===== config.mk =====
export PLATFORM = sky130hd
export DESIGN_NAME = mtr_drv_multi
export DESIGN_NICKNAME = d
export VERILOG_FILES = /design/src/rtl/mtr_drv_pkg.sv /design/src/rtl/mtr_pwm_ch.sv /design/src/rtl/mtr_drv_multi.sv
export SDC_FILE = /design/constraint.sdc
export NUM_CORES = 1
export LEC_CHECK = 0
export ABC_AREA = 1
export CAP_MARGIN = 20
export CORE_UTILIZATION = 51
export CTS_BUF_LIST = sky130_fd_sc_hd__clkbuf_16
export CTS_CLUSTER_SIZE = 16
export DETAILED_ROUTE_END_ITERATION = 6
export MAX_ROUTING_LAYER = met4
export PLACE_DENSITY = 0.76
export SETUP_SLACK_MARGIN = 0.4
export SLEW_MARGIN = 15
export SYNTH_ARGS = -nofsm -noshare
export SYNTH_HDL_FRONTEND = slang
export SYNTH_HIERARCHICAL = 1
export SYNTH_SLANG_ARGS = --single-unit
export TNS_END_PERCENT = 20

===== constraint.sdc =====
create_clock -name clk -period 1.58 [get_ports clk]
set_input_delay 0.395 -clock clk [delete_from_list [all_inputs] [get_ports clk]]
set_output_delay 0.395 -clock clk [all_outputs]
set_load 0.01 [all_outputs]

===== src/rtl/mtr_drv_pkg.sv =====
// Shared types, defaults and the duty slew helper for the multi-channel motor driver.
// Optional feature macro: MTR_DRV_SLEW_EN (rate-limited duty updates).
package mtr_drv_pkg;

    typedef enum logic [1:0] {
        IDLE = 2'd0,
        FWD  = 2'd1,
        REV  = 2'd2,
        DEAD = 2'd3
    } ch_state_t;

    localparam int DEF_NUM_CH    = 2;
    localparam int DEF_SPD_W     = 11;
    localparam int DEF_DEAD_CYC  = 64;
    localparam int DEF_SLEW_STEP = 16;

    // Move cur toward tgt by at most step, landing exactly on tgt when close enough.
    function automatic int unsigned slew_duty(input int unsigned cur,
                                              input int unsigned tgt,
                                              input int unsigned step);
        if (tgt > cur)
            return ((tgt - cur) > step) ? (cur + step) : tgt;
        else
            return ((cur - tgt) > step) ? (cur - step) : tgt;
    endfunction

endpackage


===== src/rtl/mtr_pwm_ch.sv =====
// One H-bridge channel: direction state machine with dead time on reversal,
// duty latched at the period boundary, registered forward/reverse PWM outputs.
// Optional feature macro: MTR_DRV_SLEW_EN (duty ramps by SLEW_STEP per period).
module mtr_pwm_ch
    import mtr_drv_pkg::*;
#(
    parameter int SPD_W    = DEF_SPD_W,
    parameter int DEAD_CYC = DEF_DEAD_CYC
`ifdef MTR_DRV_SLEW_EN
    , parameter int SLEW_STEP = DEF_SLEW_STEP
`endif
) (
    input  logic             clk,
    input  logic             rst,
    input  logic             en,
    input  logic [SPD_W-1:0] cnt,
    input  logic             cnt_max,
    input  logic [SPD_W-1:0] spd,
    input  logic             rev,
    output logic             PWM_frwrd,
    output logic             PWM_rev,
    output logic             dead
);

    localparam int DC_W = (DEAD_CYC > 1) ? $clog2(DEAD_CYC) : 1;

    ch_state_t         state;
    logic [SPD_W-1:0]  duty_q;
    logic [SPD_W-1:0]  duty_nxt;
    logic [DC_W-1:0]   dead_cnt;
    logic              tgt_rev;

    // Duty value adopted at the next boundary (direct load, or one slew step).
    always_comb begin
`ifdef MTR_DRV_SLEW_EN
        duty_nxt = SPD_W'(slew_duty(32'(duty_q), 32'(spd), SLEW_STEP));
`else
        duty_nxt = spd;
`endif
    end

    // Direction state machine, dead-time countdown, duty latch and registered outputs.
    always_ff @(posedge clk) begin
        if (rst) begin
            state     <= IDLE;
            duty_q    <= '0;
            dead_cnt  <= '0;
            tgt_rev   <= 1'b0;
            PWM_frwrd <= 1'b0;
            PWM_rev   <= 1'b0;
            dead      <= 1'b0;
        end else begin
            PWM_frwrd <= en && (state == FWD) && (cnt < duty_q);
            PWM_rev   <= en && (state == REV) && (cnt < duty_q);
            dead      <= (state == DEAD);

            if (cnt_max) begin
                duty_q <= duty_nxt;
            end

            if (cnt_max && !en) begin
                state <= IDLE;
            end else if (state == DEAD) begin
                if (dead_cnt == '0) begin
                    state <= tgt_rev ? REV : FWD;
                end else begin
                    dead_cnt <= dead_cnt - 1'b1;
                end
            end else if (cnt_max) begin
                case (state)
                    IDLE: state <= rev ? REV : FWD;
                    FWD: begin
                        if (rev) begin
                            if (DEAD_CYC == 0) begin
                                state <= REV;
                            end else begin
                                state    <= DEAD;
                                dead_cnt <= DC_W'(DEAD_CYC - 1);
                                tgt_rev  <= 1'b1;
`ifdef MTR_DRV_SLEW_EN
                                duty_q   <= '0;
`endif
                            end
                        end
                    end
                    REV: begin
                        if (!rev) begin
                            if (DEAD_CYC == 0) begin
                                state <= FWD;
                            end else begin
                                state    <= DEAD;
                                dead_cnt <= DC_W'(DEAD_CYC - 1);
                                tgt_rev  <= 1'b0;
`ifdef MTR_DRV_SLEW_EN
                                duty_q   <= '0;
`endif
                            end
                        end
                    end
                    default: ;
                endcase
            end
        end
    end

endmodule


===== src/rtl/mtr_drv_multi.sv =====
// Multi-channel motor driver: one shared free-running PWM counter feeding
// NUM_CH independent H-bridge channels.
// Optional feature macro: MTR_DRV_SLEW_EN (duty slew limiting in every channel).
module mtr_drv_multi
    import mtr_drv_pkg::*;
#(
    parameter int NUM_CH   = DEF_NUM_CH,
    parameter int SPD_W    = DEF_SPD_W,
    parameter int DEAD_CYC = DEF_DEAD_CYC
`ifdef MTR_DRV_SLEW_EN
    , parameter int SLEW_STEP = DEF_SLEW_STEP
`endif
) (
    input  logic                    clk,
    input  logic                    rst,
    input  logic                    en,
    input  logic [NUM_CH*SPD_W-1:0] spd,
    input  logic [NUM_CH-1:0]       rev,
    output logic [NUM_CH-1:0]       PWM_frwrd,
    output logic [NUM_CH-1:0]       PWM_rev,
    output logic [NUM_CH-1:0]       dead,
    output logic                    prd_strt
);

    logic [SPD_W-1:0] cnt;
    logic             cnt_max;

    // Free-running period counter, wraps naturally at 2**SPD_W.
    always_ff @(posedge clk) begin
        if (rst) begin
            cnt <= '0;
        end else begin
            cnt <= cnt + 1'b1;
        end
    end

    assign cnt_max  = &cnt;
    assign prd_strt = (cnt == '0);

    for (genvar i = 0; i < NUM_CH; i++) begin : g_ch
        mtr_pwm_ch #(
            .SPD_W    (SPD_W),
            .DEAD_CYC (DEAD_CYC)
`ifdef MTR_DRV_SLEW_EN
            , .SLEW_STEP(SLEW_STEP)
`endif
        ) u_ch (
            .clk       (clk),
            .rst       (rst),
            .en        (en),
            .cnt       (cnt),
            .cnt_max   (cnt_max),
            .spd       (spd[i*SPD_W +: SPD_W]),
            .rev       (rev[i]),
            .PWM_frwrd (PWM_frwrd[i]),
            .PWM_rev   (PWM_rev[i]),
            .dead      (dead[i])
        );
    end

endmodule

After elaboration in Yosys (flattened, before gate mapping)
Cells that the tools add are included.
W data, S select, Z words.
{ "totals": {"inputBits": 27, "ff_bits": 57, "romBits": 0, "elab_cells": 106, "ramBits": 0, "out_inout_bits": 7, "latch_bits": 0, "mem_count": 0} }
{ "op_classes": {"mux": 34, "reduce_logical": 31, "n_bitwise": 3, "addsub": 3, "n_mul": 0, "n_eq_ne": 18, "shifts": 0, "order_cmp": 2, "div": 0} }
{ "op_table": {"columns": ["cell", "count"], "rows": [
  ["$mux W6", 10],
  ["$reduce_and A16 Y1", 2],
  ["$mux W2", 14],
  ["$pmux W6 S2", 2],
  ["$lt A11 B11 Y1", 2],
  ["$ne A2 B2 Y1 const B", 8],
  ["$logic_not A6 Y1", 2],
  ["$ne A3 B3 Y1 const B", 4],
  ["$pmux W2 S3", 2],
  ["$reduce_and A6 Y1", 2],
  ["$sub A6 B1 Y6 const B", 2],
  ["$add A11 B1 Y11 const B", 1],
  ["$logic_not A11 Y1", 1],
  ["$reduce_and A11 Y1", 1],
  ["$reduce_and A5 Y1", 2],
  ["$logic_and A1 B1 Y1", 9],
  ["$eq A2 B2 Y1 const B", 4],
  ["$reduce_bool A2 Y1", 4],
  ["$reduce_bool A4 Y1", 2],
  ["$reduce_bool A3 Y1", 2],
  ["$eq A2 B1 Y1 const B", 2],
  ["$logic_not A2 Y1", 2],
  ["$mux W1", 4],
  ["$pmux W1 S2", 2],
  ["other kinds (3)", 5]
]} }

Depth between registers and ports, before layout
{ "logic_depth": {"word_depth": 4, "ltp_mapped": 13, "mapped_depth_nobuf": 13} }

By module
The synthesis kept the hierarchy.
{ "by_module_without_submodules": {"columns": ["mod", "cells_each", "instances", "area_per_inst_um2", "seq_area_each_um2"], "rows": [
  ["mtr_pwm_ch", 192, 2, 1388.8, 460.4],
  ["mtr_drv_multi", 77, 1, 533.0, 220.2]
]} }

Least setup slack after synthesis
No wires, ideal clock.
{ "synth_path": {"path_kind": "register to register", "start": "register cnt[0]", "end": "register g_ch[0].u_ch.state[0]", "setup_time_ps": 115, "t_arrival_ps": 1573, "path_buffers": 0, "path_stages_with_launch": 11, "path_slack_ps": -108, "synth_period_minus_slack_ps": 1688, "required_ps": 1465, "cell_sequence": "dfxtp_1 -> ha_1 -> nand2_2 -> nor2_2 -> nand3_1 -> inv_1 -> inv_2 -> a21oi_1 -> nand2_1 -> a21oi_1 -> nor2_1"} }
{ "synth_between": {"elab_chain_len": 3, "elab_cells_between_ends": 5, "cone_classes": "reduce/logical (5)"} }
{ "synth_lines": {"columns": ["element", "line", "text"], "rows": [
  ["start: declaration", "mtr_drv_multi.sv:25", "logic [SPD_W-1:0] cnt;"],
  ["start signal: assignment", "mtr_drv_multi.sv:33", "cnt <= cnt + 1'b1;"],
  ["$reduce_and A11 Y1 (*)", "mtr_drv_multi.sv:37", "assign cnt_max = &cnt;"],
  ["net cnt_max", "mtr_drv_multi.sv:26", "logic cnt_max;"],
  ["$reduce_bool A2 Y1 (no line) or $logic_and A1 B1 Y1 (tied branches)", null, null],
  ["$reduce_and A5 Y1 (no line) or $reduce_or A2 Y1 (tied branches)", null, null],
  ["end signal: assignment", "mtr_pwm_ch.sv:65", "state <= tgt_rev ? REV : FWD;"],
  ["end signal: assignment", "mtr_pwm_ch.sv:71", "IDLE: state <= rev ? REV : FWD;"],
  ["end: declaration", "mtr_pwm_ch.sv:27", "ch_state_t state;"]
]} }
The timed path passes the listed nets; every way through them passes the cells marked *.
A chain may end at the register's enable or synchronous reset.

Worst setup path in the final report
{ "layout_path": {"start": "register cnt[1]", "end": "register g_ch[1].u_ch.dead_cnt[5]"} }
{ "layout_between": {"elab_chain_len": 4, "elab_cells_between_ends": 5, "cone_classes": "bitwise (1); reduce/logical (4)"} }
{ "layout_lines": {"columns": ["element", "line", "text"], "rows": [
  ["$reduce_and A11 Y1 (*)", "mtr_drv_multi.sv:37", null],
  ["net cnt_max", "mtr_drv_multi.sv:26", null],
  ["$logic_and A1 B1 Y1", "mtr_pwm_ch.sv:61", "if (cnt_max && !en) begin"],
  ["$not A1 Y1 (no line)", null, null],
  ["$reduce_and A6 Y1 (no line) (*)", null, null],
  ["end signal: assignment", "mtr_pwm_ch.sv:67", "dead_cnt <= dead_cnt - 1'b1;"],
  ["end signal: assignment", "mtr_pwm_ch.sv:78", "dead_cnt <= DC_W'(DEAD_CYC - 1);"],
  ["end signal: assignment", "mtr_pwm_ch.sv:92", "dead_cnt <= DC_W'(DEAD_CYC - 1);"],
  ["end: declaration", "mtr_pwm_ch.sv:30", "logic [DC_W-1:0] dead_cnt;"]
]} }
Marks and branches as above.

==> qor.csv <==
stage,metric,value,unit
timing,Worst Skew,0.005476,ns
global_route,Total Routing Usage GR,0.2564,
timing,max-slew violation count,0,
timing,Slew headroom,0.7157,
power_and_ir_drop,Max IR drop VDD,0.7047,mV
power_and_ir_drop,Power Total,3470,uW
flow_run,MaxCap Viol Count,0,
global_route,vias in the first global route,3146,
worst_setup_path,crit path launch type,flop,
placement,GPL Wtd Cong,0.9227,
clock_tree,Worst-path clk slew,0.05,ns
yosys,Synth cell types,24,
die,Die H,82.57,um
detailed_routing,Via Count,3230,
die,Initial Util,0.5431,
placement,IO Port Bufs,33,
detailed_routing,routed length per placed instance,13.30,um
die,core area,6096,um2
global_route,wire length of the first global-routing pass,12730,um
detailed_routing,Antenna Nets Post-Route,0,
timing,Least-Margin Pin Slew,0.4260,ns
detailed_routing,Routed WL,8301,um
clock_tree,CTS Sinks,57,
detailed_routing,DRC Markers,0,
global_route,GR Overflow Total,0,
global_route,initial antenna violation count,0,
yosys,Synthesized Nets,522,
yosys,Mapped Avg Cell Area,7.182,um2
power_and_ir_drop,PD cells,736.0,nW/um2
worst_setup_path,Required @ worst endpoint,1.79,ns
final_layout,layout cells sized above 1,0.3097,
die,# IOs,34,
timing,part of the cycle the worst path needs,1.026,
worst_setup_path,crit end category,flop,
final_layout,area grow syn2layout,42.40,%
timing,FMAX,0.6166,GHz
yosys,synthesized area,3311,um2
timing,fin crit period,1.622,ns
hold_path,Worst Hold Class,flop to flop,
worst_setup_path,worst-path fanout max,4,
die,die width,82.57,um
clock_tree,Num CTS Buffers,9,
die,Die Area,6818,um2
final_layout,ant diodes,0,
run_status,failing checks,negative setup slack,
clock_tree,Post-CTS Hold Buffers,0,
detailed_routing,Initial DRC Count,128,
worst_setup_path,"Arr. time, crit path",1.83,ns
timing,count of final setup violators,5,
timing,RSZ-0062 raised after global routing,yes,
timing,final worst slack,-0.04180,ns
clock_tree,CTS tree,done,
placement,hpwl dp,5546,um
yosys,"Seq/Total Area, Yosys",0.3447,
clock_tree,H-tree Lvls,3,
final_layout,nets,605,
global_route,largest net degree at the start of global routing,23,
detailed_routing,first-pass iteration count of the detailed router,6,
die,row count,28,
worst_setup_path,CP Class,flop to flop,
clock_tree,buffer depth of the longest clock path,2,
yosys,#FFs+latches synth,57,
run_status,status,"complete, but fails checks",
final_layout,final std cells w/o fill,624,
timing,setup TNS,-0.1257,ns
clock_tree,root buffer cell,clkbuf_16,
clock_tree,Worst-Skew Late Latency,0.32,ns
placement,Cells after DPL,603,
detailed_routing,vias per cell,5.176,
power_and_ir_drop,leak pwr,0.002021,uW
timing,final hold viol count,0,
yosys,cell count after synthesis,461,
yosys,Ys Warns,6,
[cells in the mapped netlist]
cell type,count,share of area
nand3_4,4,0.021
buf_4,2,0.0045
nand2_2,1,0.0019
a21oi_1,50,0.076
xor2_1,4,0.011
nor2_8,2,0.012
nor2_2,4,0.0076
nand2_4,4,0.014
o21a_1,1,0.0023
clkinv_1,4,0.0045
nand3_1,34,0.051
nand4_1,7,0.013
o211ai_1,2,0.0045
nor2_1,58,0.066
ha_1,34,0.13
o21ai_0,29,0.044
o31a_1,2,0.0053
dfxtp_1,57,0.34
clkbuf_1,4,0.0045
or2_1,2,0.0038
nand3_2,2,0.0060
inv_1,64,0.073
inv_2,12,0.014
nand2_1,78,0.088
[cell type report]
type	instances	area (um2)
sequential	57	1161
tap	75	93.84
clock inverter	6	23.77
fill	433	1381
inverter	80	319.1
timing repair buffer	78	659.4
multi-input combinational	318	2207
clock buffer	10	250.2
[through the flow]
step / utilization / hold WS, ns / cell area [um2] / setup WS, ns
final: 0.7734 / 0.4529 / 4715 / -0.04180
after global placement: 0.6652 / 0.4446 / 4055 / -0.1540
after floorplan: - / 0.4283 / 3361 / 0.03066
after CTS: 0.7389 / 0.4542 / 4504 / -0.02266
after global routing: 0.7734 / 0.4765 / 4715 / -0.1218
after detailed placement: 0.6652 / 0.4472 / 4055 / -0.2065
[metal layers]
metal | track usage | up-vias | part of all wire
met5 | - | - | 0
met4 | 0.1138 | 0 | 0.017
met1 | 0.2480 | 1495 | 0.41
li1 | - | 1651 | -
met3 | 0.06593 | 13 | 0.034
met2 | 0.4785 | 71 | 0.54
[worst max-delay path, stage by stage (launching register included)]
cell      delay (ns)
dfxtp_4         0.36
ha_4            0.17
nand2_4         0.06
nor2_4          0.04
nand3_4         0.07
clkinv_4        0.09
buf_4           0.15
nand2_2         0.09
inv_4           0.05
nor2_8          0.09
nand4_1         0.13
nor2_1          0.16
nor2_1          0.05
[path summary, 6_finish.rpt]
path | start | to | slack (ns) | cells past startpoint
setup / recovery | cnt[1]$_SDFF_PP0_ | g_ch[1].u_ch/dead_cnt[5]$_SDFFE_PP0P_ | -0.04 | 12
hold / removal | g_ch[0].u_ch/tgt_rev$_SDFFE_PP0P_ | g_ch[0].u_ch/tgt_rev$_SDFFE_PP0P_ | 0.45 | 2
setup reg to reg | cnt[1]$_SDFF_PP0_ | g_ch[1].u_ch/dead_cnt[5]$_SDFFE_PP0P_ | -0.04 | 12
hold reg to reg | g_ch[0].u_ch/tgt_rev$_SDFFE_PP0P_ | g_ch[0].u_ch/tgt_rev$_SDFFE_PP0P_ | 0.45 | 2
[report_power, final]
| group | leakage [uW] | switching (uW) | internal (uW) |
|---|---|---|---|
| Combinational | 0.00141 | 124 | 135 |
| Clock | 0.000142 | 633 | 1120 |
| Sequential | 0.000465 | 10.2 | 1450 |
[state kept, by name, summed over array words and instances (netlist names)]
signal               cells
cnt                     11
g_ch.u_ch/PWM_rev        2
g_ch.u_ch/dead_cnt      12
g_ch.u_ch/dead           2
g_ch.u_ch/tgt_rev        2
g_ch.u_ch/PWM_frwrd      2
g_ch.u_ch/state          4
g_ch.u_ch/duty_q        22
[kinds of logic after synthesis]
family | share of synthesized area
AND/OR/NAND/NOR | 0.2850
buffers and inverters | 0.09977
AO/OA/AOI/OAI | 0.1315
flip-flops | 0.3447
adder cells (fa/ha/maj) | 0.1285
XOR/XNOR | 0.01058
[timing repair]
item | 4_1_cts | 5_1_grt
endpoints found under the hold margin | 0 | 0
buffers inserted | 2 | 3
resized for setup | 72 | 61
pin swaps | 26 | 32
setup endpoints to repair | 52 | 50
[cells in the final DEF, fill, tap and decap left out, types with 7 or more instances in the layout]
master / n
inv_1: 57
o21ai_0: 17
buf_4: 39
inv_2: 16
nand4_1: 7
clkinv_1: 7
nor2_2: 9
nand3_4: 7
ha_4: 12
a21oi_1: 38
nand3_1: 27
dfxtp_1: 47
a21oi_2: 11
nor2_1: 47
clkbuf_16: 10
o21ai_1: 10
ha_1: 22
dfxtp_2: 7
buf_2: 7
nand2_2: 15
nand2_1: 63
clkdlybuf4s50_1: 26
Note: power is estimated with default switching activity, not from simulation.
